===== src/rtl/gbsha_fir_pkg.sv =====
// Shared widths, state encoding and width helpers for the gbsha sign-magnitude FIR.
// Optional build macro FIR_SATURATE_EN affects only gbsha_fir_taps.
package gbsha_fir_pkg;

  localparam int DEF_N_TAPS     = 4;
  localparam int DEF_BW_IN      = 6;
  localparam int DEF_BW_PRODUCT = 12;
  localparam int DEF_BW_OUT     = 8;
  localparam int DEF_OUT_SHIFT  = 0;

  // Sign-magnitude sample layout: one sign bit on top of the magnitude.
  localparam int SM_SIGN_W = 1;

  typedef enum logic {
    ST_LOAD = 1'b0,
    ST_RUN  = 1'b1
  } fir_state_t;

  function automatic int sm_mag_w(input int bw_in);
    return bw_in - SM_SIGN_W;
  endfunction

  // Sum of n_taps products of bw_product bits cannot exceed this width.
  function automatic int bw_acc(input int bw_product, input int n_taps);
    return bw_product + $clog2(n_taps);
  endfunction

endpackage


===== src/rtl/gbsha_fir_taps_if.sv =====
// Sample/result bus of gbsha_fir_taps plus the FSM state for checkers.
// One sample per clock, no valid/ready: x_in is consumed every edge, y_out and loaded are registered.
interface gbsha_fir_taps_if
  import gbsha_fir_pkg::*;
#(
  parameter int BW_in  = DEF_BW_IN,
  parameter int BW_out = DEF_BW_OUT
) ();

  logic [BW_in-1:0]  x_in;
  logic [BW_out-1:0] y_out;
  logic              loaded;
  fir_state_t        dbg_state;

  modport master (
    output x_in,
    input  y_out,
    input  loaded,
    input  dbg_state
  );

  modport slave (
    input  x_in,
    output y_out,
    output loaded,
    output dbg_state
  );

endinterface


===== src/rtl/gbsha_sm_mult.sv =====
// Combinational sign-magnitude x sign-magnitude multiply to a signed two's-complement product.
module gbsha_sm_mult
  import gbsha_fir_pkg::*;
#(
  parameter int BW_in      = DEF_BW_IN,
  parameter int BW_product = DEF_BW_PRODUCT
) (
  input  logic [BW_in-1:0]             a,
  input  logic [BW_in-1:0]             b,
  output logic signed [BW_product-1:0] p
);

  localparam int MAG_W = sm_mag_w(BW_in);

  logic [2*MAG_W-1:0]           mag_prod;
  logic                         neg;
  logic signed [BW_product-1:0] mag_ext;

  assign mag_prod = a[MAG_W-1:0] * b[MAG_W-1:0];
  assign neg      = a[BW_in-1] ^ b[BW_in-1];
  assign mag_ext  = {{(BW_product-2*MAG_W){1'b0}}, mag_prod};

  // A zero magnitude on either side (including negative zero) always yields +0.
  assign p = (neg && (mag_prod != '0)) ? -mag_ext : mag_ext;

endmodule


===== src/rtl/gbsha_fir_taps.sv =====
// N-tap direct-form FIR: loads N_TAPS sign-magnitude coefficients after reset, then filters one sample per clock.
// Build macro FIR_SATURATE_EN clamps the output instead of wrapping it.
module gbsha_fir_taps
  import gbsha_fir_pkg::*;
#(
  parameter int N_TAPS     = DEF_N_TAPS,
  parameter int BW_in      = DEF_BW_IN,
  parameter int BW_product = DEF_BW_PRODUCT,
  parameter int BW_out     = DEF_BW_OUT,
  parameter int OUT_SHIFT  = DEF_OUT_SHIFT
) (
  input  logic             clk,
  input  logic             reset,
  gbsha_fir_taps_if.slave  bus
);

  localparam int BW_ACC = bw_acc(BW_product, N_TAPS);
  localparam int CNT_W  = (N_TAPS > 1) ? $clog2(N_TAPS) : 1;

  fir_state_t                   state;
  logic [CNT_W-1:0]             cnt;
  logic [BW_in-1:0]             coef  [N_TAPS];
  logic [BW_in-1:0]             dly   [N_TAPS];
  logic signed [BW_product-1:0] prod  [N_TAPS];
  logic signed [BW_ACC-1:0]     acc;
  logic signed [BW_ACC-1:0]     acc_sh;
  logic [BW_out-1:0]            y_next;
  logic [BW_out-1:0]            y_q;
  logic                         loaded_q;

  for (genvar i = 0; i < N_TAPS; i++) begin : g_tap
    gbsha_sm_mult #(
      .BW_in      (BW_in),
      .BW_product (BW_product)
    ) u_mult (
      .a (coef[i]),
      .b (dly[i]),
      .p (prod[i])
    );
  end

  always_comb begin
    acc = '0;
    for (int i = 0; i < N_TAPS; i++) begin
      acc = acc + BW_ACC'(prod[i]);
    end
  end

  assign acc_sh = acc >>> OUT_SHIFT;

`ifdef FIR_SATURATE_EN
  localparam logic signed [BW_ACC-1:0] SAT_MAX = BW_ACC'((1 << (BW_out - 1)) - 1);
  localparam logic signed [BW_ACC-1:0] SAT_MIN = ~SAT_MAX;

  always_comb begin
    y_next = BW_out'(acc_sh);
    if (acc_sh > SAT_MAX) begin
      y_next = BW_out'(SAT_MAX);
    end else if (acc_sh < SAT_MIN) begin
      y_next = BW_out'(SAT_MIN);
    end
  end
`else
  always_comb begin
    y_next = BW_out'(acc_sh);
  end
`endif

  // LOAD fills coef[] in order with the delay line held at zero; RUN never exits except on reset.
  always_ff @(posedge clk) begin
    if (reset) begin
      state    <= ST_LOAD;
      cnt      <= '0;
      y_q      <= '0;
      loaded_q <= 1'b0;
      for (int i = 0; i < N_TAPS; i++) begin
        coef[i] <= '0;
        dly[i]  <= '0;
      end
    end else begin
      case (state)
        ST_LOAD: begin
          coef[cnt] <= bus.x_in;
          if (cnt == CNT_W'(N_TAPS - 1)) begin
            state    <= ST_RUN;
            loaded_q <= 1'b1;
          end else begin
            cnt <= cnt + 1'b1;
          end
        end
        ST_RUN: begin
          dly[0] <= bus.x_in;
          for (int i = 1; i < N_TAPS; i++) begin
            dly[i] <= dly[i-1];
          end
          y_q <= y_next;
        end
        default: state <= ST_LOAD;
      endcase
    end
  end

  assign bus.y_out     = y_q;
  assign bus.loaded    = loaded_q;
  assign bus.dbg_state = state;

endmodule


===== src/flat_wrapper.sv =====
// flat-port wrapper written by rule: the top's interface ports become plain ports
module gbsha_fir_taps_flat import gbsha_fir_pkg::*;
#(
  parameter int N_TAPS     = DEF_N_TAPS,
  parameter int BW_in      = DEF_BW_IN,
  parameter int BW_product = DEF_BW_PRODUCT,
  parameter int BW_out     = DEF_BW_OUT,
  parameter int OUT_SHIFT  = DEF_OUT_SHIFT
)
  (clk, reset, bus_x_in, bus_y_out, bus_loaded, bus_dbg_state);
  gbsha_fir_taps_if #(.BW_in(BW_in), .BW_out(BW_out)) bus_i ();
  input  logic clk;
  input  logic reset;
  input wire logic [$bits(bus_i.x_in)-1:0] bus_x_in;
  output wire logic [$bits(bus_i.y_out)-1:0] bus_y_out;
  output wire logic [$bits(bus_i.loaded)-1:0] bus_loaded;
  output wire logic [$bits(bus_i.dbg_state)-1:0] bus_dbg_state;
  assign bus_i.x_in = bus_x_in;
  assign bus_y_out = bus_i.y_out;
  assign bus_loaded = bus_i.loaded;
  assign bus_dbg_state = bus_i.dbg_state;
  gbsha_fir_taps #(.N_TAPS(N_TAPS), .BW_in(BW_in), .BW_product(BW_product), .BW_out(BW_out), .OUT_SHIFT(OUT_SHIFT)) u_core (.clk(clk), .reset(reset), .bus(bus_i));
endmodule

===== config.mk =====
export PLATFORM = sky130hd
export DESIGN_NAME = gbsha_fir_taps_flat
export DESIGN_NICKNAME = d
export VERILOG_FILES = /design/src/rtl/gbsha_fir_pkg.sv /design/src/rtl/gbsha_fir_taps_if.sv /design/src/rtl/gbsha_sm_mult.sv /design/src/rtl/gbsha_fir_taps.sv /design/src/flat_wrapper.sv
export SDC_FILE = /design/constraint.sdc
export NUM_CORES = 1
export LEC_CHECK = 0
export ABC_CLOCK_PERIOD_IN_PS = 8300
export CORE_MARGIN = 2
export CORE_UTILIZATION = 30
export DETAILED_ROUTE_END_ITERATION = 6
export DONT_BUFFER_PORTS = 1
export HOLD_SLACK_MARGIN = 0.08
export PLACE_DENSITY = 0.5
export SLEW_MARGIN = 10
export SYNTH_ARGS = -nofsm -noshare
export SYNTH_HDL_FRONTEND = slang
export SYNTH_SLANG_ARGS = --single-unit

===== constraint.sdc =====
create_clock -name clk -period 8.3 [get_ports clk]
set_input_delay 0.83 -clock clk [delete_from_list [all_inputs] [get_ports clk]]
set_output_delay 0.83 -clock clk [all_outputs]
set_load 0.03 [all_outputs]

# Yosys cells after proc, flatten, opt, wreduce, memory -nomap -nowiden
# Memory sizes are Yosys's and may differ from the RTL's.
# Cells that the tools add are included.
totals:
  ff_bits: 12
  ramBits: 48
  input_bits: 8
  mem_count: 2
classes:
  addsub: 8
  n_mul: 4
  n_eq_ne: 1
  mux: 21
  bitwise_logic: 10
  n_reduce_logical: 11
mem_list:
  columns: ["memory", "words", "word_bits", "read_ports", "rd_ports_with_merged_regs", "wr", "line_no", "rtl"]
  rows:
  - ["u_core.coef", 4, 6, 4, 0, 4, "gbsha_fir_taps.sv:22", "logic [BW_in-1:0] coef [N_TAPS];"]
  - ["u_core.dly", 4, 6, 4, 0, 4, "gbsha_fir_taps.sv:23", "logic [BW_in-1:0] dly [N_TAPS];"]
op_table:
  columns: ["op", "n"]
  rows:
  - ["5-bit by 5-bit multiplier with 10-bit output", 4]
  - ["10-bit nonzero test", 4]
  - ["8-bit two-way mux", 4]
  - ["8-bit negation", 4]
  - ["6-bit two-way mux", 5]
  - ["8-bit adder", 3]
  - ["1-bit two-way mux", 11]
  - ["6-bit OR reduction", 1]
  - ["1-bit logical AND", 4]
  - ["1-bit bitwise OR", 4]
  - ["2-bit AND reduction", 2]
  - ["1-bit bitwise XOR", 4]
  - ["2-bit by 1-bit adder with 2-bit output (second input constant)", 1]
  - ["2-bit == test (second input constant)", 1]
  - ["2-bit two-way mux", 1]
  - ["1-bit inverter", 2]

# Longest topological paths before layout
# Gate-level depths: netlist of run 1.
# An unclocked memory read counts as a cell.
depth:
  depth_word: 8
  mapped_depth: 30
  ltp_nobuf: 30

# Hierarchy
# From an unflattened synthesis of run 1, not the netlist that was laid out.
hier_totals:
  cells_unflattened: 751
  hier_area_um2: 7220.7
by_module_without_submodules:
  columns: ["module", "instances", "cells_each", "area_per_inst_um2"]
  rows:
  - ["gbsha_fir_taps", 1, 233, 2919.0]
  - ["gbsha_sm_mult at u_core.g_tap[3].u_mult", 1, 129, 1094.8]
  - ["gbsha_sm_mult at u_core.g_tap[2].u_mult", 1, 128, 1081.0]
  - ["gbsha_sm_mult at u_core.g_tap[0].u_mult", 1, 131, 1069.8]
  - ["gbsha_sm_mult at u_core.g_tap[1].u_mult", 1, 130, 1056.0]

# Worst setup path after synthesis of run 1
# No wires, ideal clock.
synth_timing:
  kind: "flip-flop to flip-flop"
  from: "memory u_core.dly[2][4] (netlist bit)"
  to: "register u_core.y_q[7] (netlist: u_core.bus.y_out[7])"
  setup_time_ps: 79
  arrival_time_ps: 6896
  slack_ps: 1324
  stages_incl_launch_ff: 28
  path_buffers: 0
  cell_sequence: "edfxtp_1 -> nand2_1 -> fa_1 -> fa_1 -> inv_1 -> fa_1 -> ha_1 -> nor2b_1 -> o21ai_0 -> and2_1 -> a211o_1 -> o41ai_2 -> mux2i_1 -> fa_1 -> fa_1 -> inv_1 -> ha_1 -> inv_1 -> fa_1 -> nor2b_1 -> nor3_1 -> o21bai_1 -> a21oi_1 -> xnor2_1 -> xnor3_1 -> xnor2_1 -> xnor3_1 -> a211oi_2"
synth_lines:
  columns: ["item", "line_no", "rtl"]
  rows:
  - ["start: declaration", "gbsha_fir_taps.sv:23", null]
  - ["end signal: assignment", "gbsha_fir_taps.sv:96", "y_q <= y_next;"]
  - ["end: declaration", "gbsha_fir_taps.sv:28", "logic [BW_out-1:0] y_q;"]

==> metrics, run 1 <==
largest family of logic cells by synthesized area=adder cells; Post-synth top cells=and2_1, ha_1, inv_1; Max Cap Viol=0; Post-Syn Area=6500 sq um; Crit. End Element=flop; Critical Path Fanout Max=5; CTS sink count=60; Storage cell area=1682 sq um; Compound-Gate Fraction of Synth Area=8.450%; Rel. slew slack=51.45%; Antenna Diode Count=0; pre-CTS setup slack=0.6318 ns; cell family with most CP delay=adder cells; remaining global-route overflow=0; wire per inst=14.74 um; die height=151.2 um; RSZ-0062 raised after global routing=false; Pins Over Slew Limit=0; placed wire-length estimate=11710 um; GRT Util Overall=13.34%; Multi-input gate area=4503 sq um; final hold violation count=0; Synth-to-Final Area Change=9.990%; Core Util, Final=33.80%; mux cell area share after synthesis=1.232%; # resized after CTS=0; Worst Max-Slew Pin Slew=0.7267 ns; Final Skew=0.005994 ns; CP dominant cell by count=fa_1; synthesized instance count=666; CP Buf/Inv Count=3; Worst EP arrival=7.97 ns; Worst Path Required=8.56 ns; top-count cell post-synth=and2_1; setup bufs post-CTS=0; routed vias=4454; CP max stage delay=0.56 ns; Post-Synth Adder-Cell Area=31.57%; WS Path Type=reg -> reg; number of synthesized register bits=60; share of the synthesized area in the top cell type=22.18%; post-route minimum period=7.705 ns; cts hold-fix bufs=0; leading area contributor after synthesis=edfxtp_1; Setup-failing EPs final=0; global-route wire length before repair=23180 um; Synth Area in XOR/XNOR=7.565%; Nets=816; io pins=18; DRT Pass-1 Iters=4; Synth area leaders=edfxtp_1, ha_1, fa_1, and2_1, inv_1; CTS tree=built; clock tree buffer depth=2; Seq/Total Area, Yosys=25.87%; largest net degree at the start of global routing=25; Core Footprint=21150 sq um; Antenna Nets Post-Route=0; I/O Buffers=0; YS warnings=0; initial drt markers=172; vias per cell=4.674; Yosys cell types=46; Worst Slack Setup Final=0.5954 ns; ys flop type=edfxtp_1; drt drc=0; FMAX=0.1298 GHz; Routed WL=14050 um; Rows=53; htree depth=3; total negative slack=0 ns; asr flop ratio synth=0%; Root Buffer=clkbuf_16; initial antenna violation count=1; CTS clock-pin slew for the worst setup and hold paths=0.05 ns; layout cell share with drive strength beyond 1=4.130%; worst hold path class=in -> reg; final period utilization=92.83%; clock latency on the worst-skew pair=0.34 ns; number of synthesized flops with an enable pin=48; Fill cells=2135; cts bufs inserted=9; routability cong.=0.8565; Slowest-stage cell, CP=fa_1; Post-Synth Simple-Gate Area=20.46%; die area=22860 sq um; die width=151.2 um; outcome=finished clean; syn_area_per_cell=9.760 sq um; critical path startpoint category=flop; Starting Density=30.73%; vias in the first global route=4491; Mapped Nets=808
sequential cells by signal (all words and copies together) (netlist names):
name,cells
u_core.coef,24
u_core.bus.loaded,1
u_core.bus.dbg_state,1
u_core.bus.y_out,8
u_core.dly,24
u_core.cnt,2
placed cells by master, fill, tap and decap left out, drive strengths merged, types with 2 or more instances in the layout:
cell type and count:
a211oi 5, a21o 6, a21oi 24, a31oi 5, and2 109, and3 3, buf 3, bufinv 2
clkbuf 9, clkinv 4, dfxtp 12, edfxtp 48, fa 50, ha 84, inv 78, mux2i 8
nand2 54, nand2b 7, nand3 7, nand3b 4, nor2 36, nor2b 10, nor3 9, nor3b 5
o2111ai 2, o211ai 4, o21a 2, o21ai 15, o21bai 5, o41ai 3, or2 4, xnor2 32
xnor3 2, xor2 19
final timing paths:
check | endpoint | slack (ns) | cells past startpoint | start
worst max-delay path | u_core.bus.y_out[7] | 0.60 | 29 | u_core.coef[3][2]
worst min-delay path | u_core.bus.y_out[7] | 0.56 | 1 | reset
worst max register to register | u_core.bus.y_out[7] | 0.60 | 29 | u_core.coef[3][2]
worst min register to register | u_core.cnt[1] | 0.56 | 2 | u_core.cnt[1]
metrics by stage:
stage          instances  hold WS, ns  area (sq um)
6_report             953       0.5594          7149
4_1_cts              953       0.5459          7149
3_5_place_dp         938       0.5518          6844
2_1_floorplan        666       0.5038          6500
3_3_place_gp         938       0.5425          6844
5_1_grt              953       0.5450          7149
layer usage:
| layer | global-route usage (%) | wire length (um) | up-vias |
|---|---|---|---|
| met5 | 0 | 0 | - |
| met4 | 5.327 | 252 | 0 |
| met3 | 2.620 | 473 | 14 |
| met2 | 22.22 | 6955 | 50 |
| met1 | 17.00 | 6364 | 2160 |
| li1 | - | - | 2230 |
layout make-up:
type                       count  share of cell area [%]
multi-input combinational    522                   62.99
sequential                    60                   23.52
tap                          275                   4.813
inverter                      78                   4.095
clock buffer                   9                   3.150
clock inverter                 6                   1.120
timing repair buffer           3                  0.3150
logic make-up after synthesis:
kind of cell,Yosys count
AOI/OAI and AO/OA,77
xor gates and xnor gates,53
adders and majority gates,134
buffers and inverters,84
DFF,60
muxes,8
and+or+nand+nor,250
Power of run 1 is not shown: default switching activity piles up to over one toggle a cycle in this logic, so the estimate is an artifact.
==> inputs of run 2 (changes only) <==
--- a/config.mk
+++ b/config.mk
@@ -7,11 +7,11 @@
 export LEC_CHECK = 0
 export ABC_CLOCK_PERIOD_IN_PS = 8300
 export CORE_MARGIN = 2
-export CORE_UTILIZATION = 30
+export CORE_UTILIZATION = 34
 export DETAILED_ROUTE_END_ITERATION = 6
 export DONT_BUFFER_PORTS = 1
 export HOLD_SLACK_MARGIN = 0.08
-export PLACE_DENSITY = 0.5
+export PLACE_DENSITY = 0.54
 export SLEW_MARGIN = 10
 export SYNTH_ARGS = -nofsm -noshare
 export SYNTH_HDL_FRONTEND = slang
==> metrics, run 2 (synthesis gave the netlist of run 1 again) <==
outcome=finished clean; final period utilization=91.56%; htree depth=3; drt drc=0; Core Footprint=18710 sq um; die area=20240 sq um; CP dominant cell by count=fa_1; Hold Path Depth=1; Routed WL=13720 um; global-route wire length before repair=22440 um; final hold violation count=0; Antenna Diode Count=0; clock latency on the worst-skew pair=0.34 ns; CP Buf/Inv Count=3; remaining global-route overflow=0; Worst EP arrival=7.86 ns; routed vias=4467; Crit. End Element=flop; Multi-input gate area=4503 sq um; DRT Pass-1 Iters=4; setup bufs post-CTS=0; routability cong.=0.8367; cts hold-fix bufs=0; Critical Path Fanout Max=5; Hold Path Origin=reset; # resized after CTS=0; Rows=50; Rel. slew slack=44.95%; Root Buffer=clkbuf_16; r2r worst-path depth=29; I/O Buffers=0; CTS clock-pin slew for the worst setup and hold paths=0.05 ns; GRT Util Overall=14.42%; critical path startpoint category=flop; wire per inst=15.06 um; cts bufs inserted=9; die width=142.3 um; commonest cells after routing, fill and taps aside=and2_1, ha_1, inv_1, nand2_1, fa_1; Pins Over Slew Limit=0; Final Skew=0.005807 ns; Storage cell area=1682 sq um; Worst Hold Endpoint=u_core.cnt[1]; worst reg2reg startpoint=u_core.dly[3][3]; Nets=815; Antenna Nets Post-Route=0; Worst Path Required=8.56 ns; post-route minimum period=7.600 ns; Starting Density=34.75%; cell family with most CP delay=adder cells; CTS sink count=60; layout cell share with drive strength beyond 1=4.136%; Fill cells=1874; initial drt markers=129; CTS tree=built; Worst Max-Slew Pin Slew=0.8246 ns; placed wire-length estimate=11410 um; die height=142.3 um; io pins=18; Max Cap Viol=0; pre-CTS setup slack=0.7020 ns; total negative slack=0 ns; Worst Slack Setup Final=0.7004 ns; RSZ-0062 raised after global routing=false; Slowest-stage cell, CP=fa_1; WS Path Type=reg -> reg; largest net degree at the start of global routing=28; Synth-to-Final Area Change=9.105%; initial antenna violation count=0; flop2flop setup slack=0.70 ns; vias in the first global route=4578; r2r endpoint=u_core.bus.y_out[7]; vias per cell=4.903; Setup-failing EPs final=0; CP max stage delay=0.57 ns; most common cell after layout, fill and taps aside=and2_1; clock tree buffer depth=2; worst hold path class=in -> reg; FMAX=0.1316 GHz
run 2: changes by cell type in the layout (fill, tap and decap cells not counted):
cell / change
clkinv_1: -2
clkbuf_1: +1
buf_4: -1
clkinv_2: +1
run 2: how the worst max path moves through the flow:
| stage | start | endpoint | slack [ns] | cells after the start |
|---|---|---|---|---|
| CTS | u_core.dly[3][3] | u_core.bus.y_out[7] | 0.66 | 29 |
| floorplan | u_core.dly[2][4] | u_core.bus.y_out[7] | 1.32 | 27 |
| global route | u_core.dly[3][3] | u_core.bus.y_out[7] | 0.08 | 29 |
| global placement | u_core.dly[2][2] | u_core.bus.y_out[7] | 0.84 | 27 |
| finish | u_core.dly[3][3] | u_core.bus.y_out[7] | 0.70 | 29 |
| detailed placement | u_core.dly[3][3] | u_core.bus.y_out[7] | 0.70 | 29 |
run 2: area by class of cell:
class,count,area share [%]
clock buffer,10,3.229
clock inverter,5,1.094
inverter,78,4.128
multi-input combinational,522,63.50
sequential,60,23.71
tap,234,4.128
timing repair buffer,2,0.2117
run 2: through the flow:
step                      std cells  hold WS [ns]  util (%)  area (sq um)
after detailed placement        896        0.5507     36.27          6785
after global placement          896        0.5375     36.27          6785
after global routing            911        0.5531     37.91          7092
after floorplan                 666        0.5038         -          6500
after CTS                       911        0.5447     37.91          7092
final                           911        0.5622     37.91          7092
run 2: metal layers:
layer  part of all wire [%]  global-route usage (%)  vias to the layer above
li1                       -                       -                     2226
met1                     46                   17.89                     2180
met2                     49                   24.89                       45
met3                    3.1                   2.793                       16
met4                    2.4                   5.368                        0
met5                      0                       0                        -
run 2: worst register-to-register path: cells and delay by family (launching register included):
family          cells  cell delay [ns]
fa+ha+maj           8             3.31
xor+xnor            5             1.26
buf+inv             3             0.18
compound gates      6             0.99
simple gates        6             1.01
mux                 1             0.32
flops               1             0.45
Power of run 2 is left out for the same reason.
==> inputs of run 3 (changes only) <==
--- a/config.mk
+++ b/config.mk
@@ -12,7 +12,7 @@
 export DONT_BUFFER_PORTS = 1
 export HOLD_SLACK_MARGIN = 0.08
 export PLACE_DENSITY = 0.54
-export SLEW_MARGIN = 10
+export SLEW_MARGIN = 20
 export SYNTH_ARGS = -nofsm -noshare
 export SYNTH_HDL_FRONTEND = slang
 export SYNTH_SLANG_ARGS = --single-unit
==> results of run 3 <==
Final layout, timing and power as in run 2 (identical DEF).
Power of run 3 is left out for the same reason.
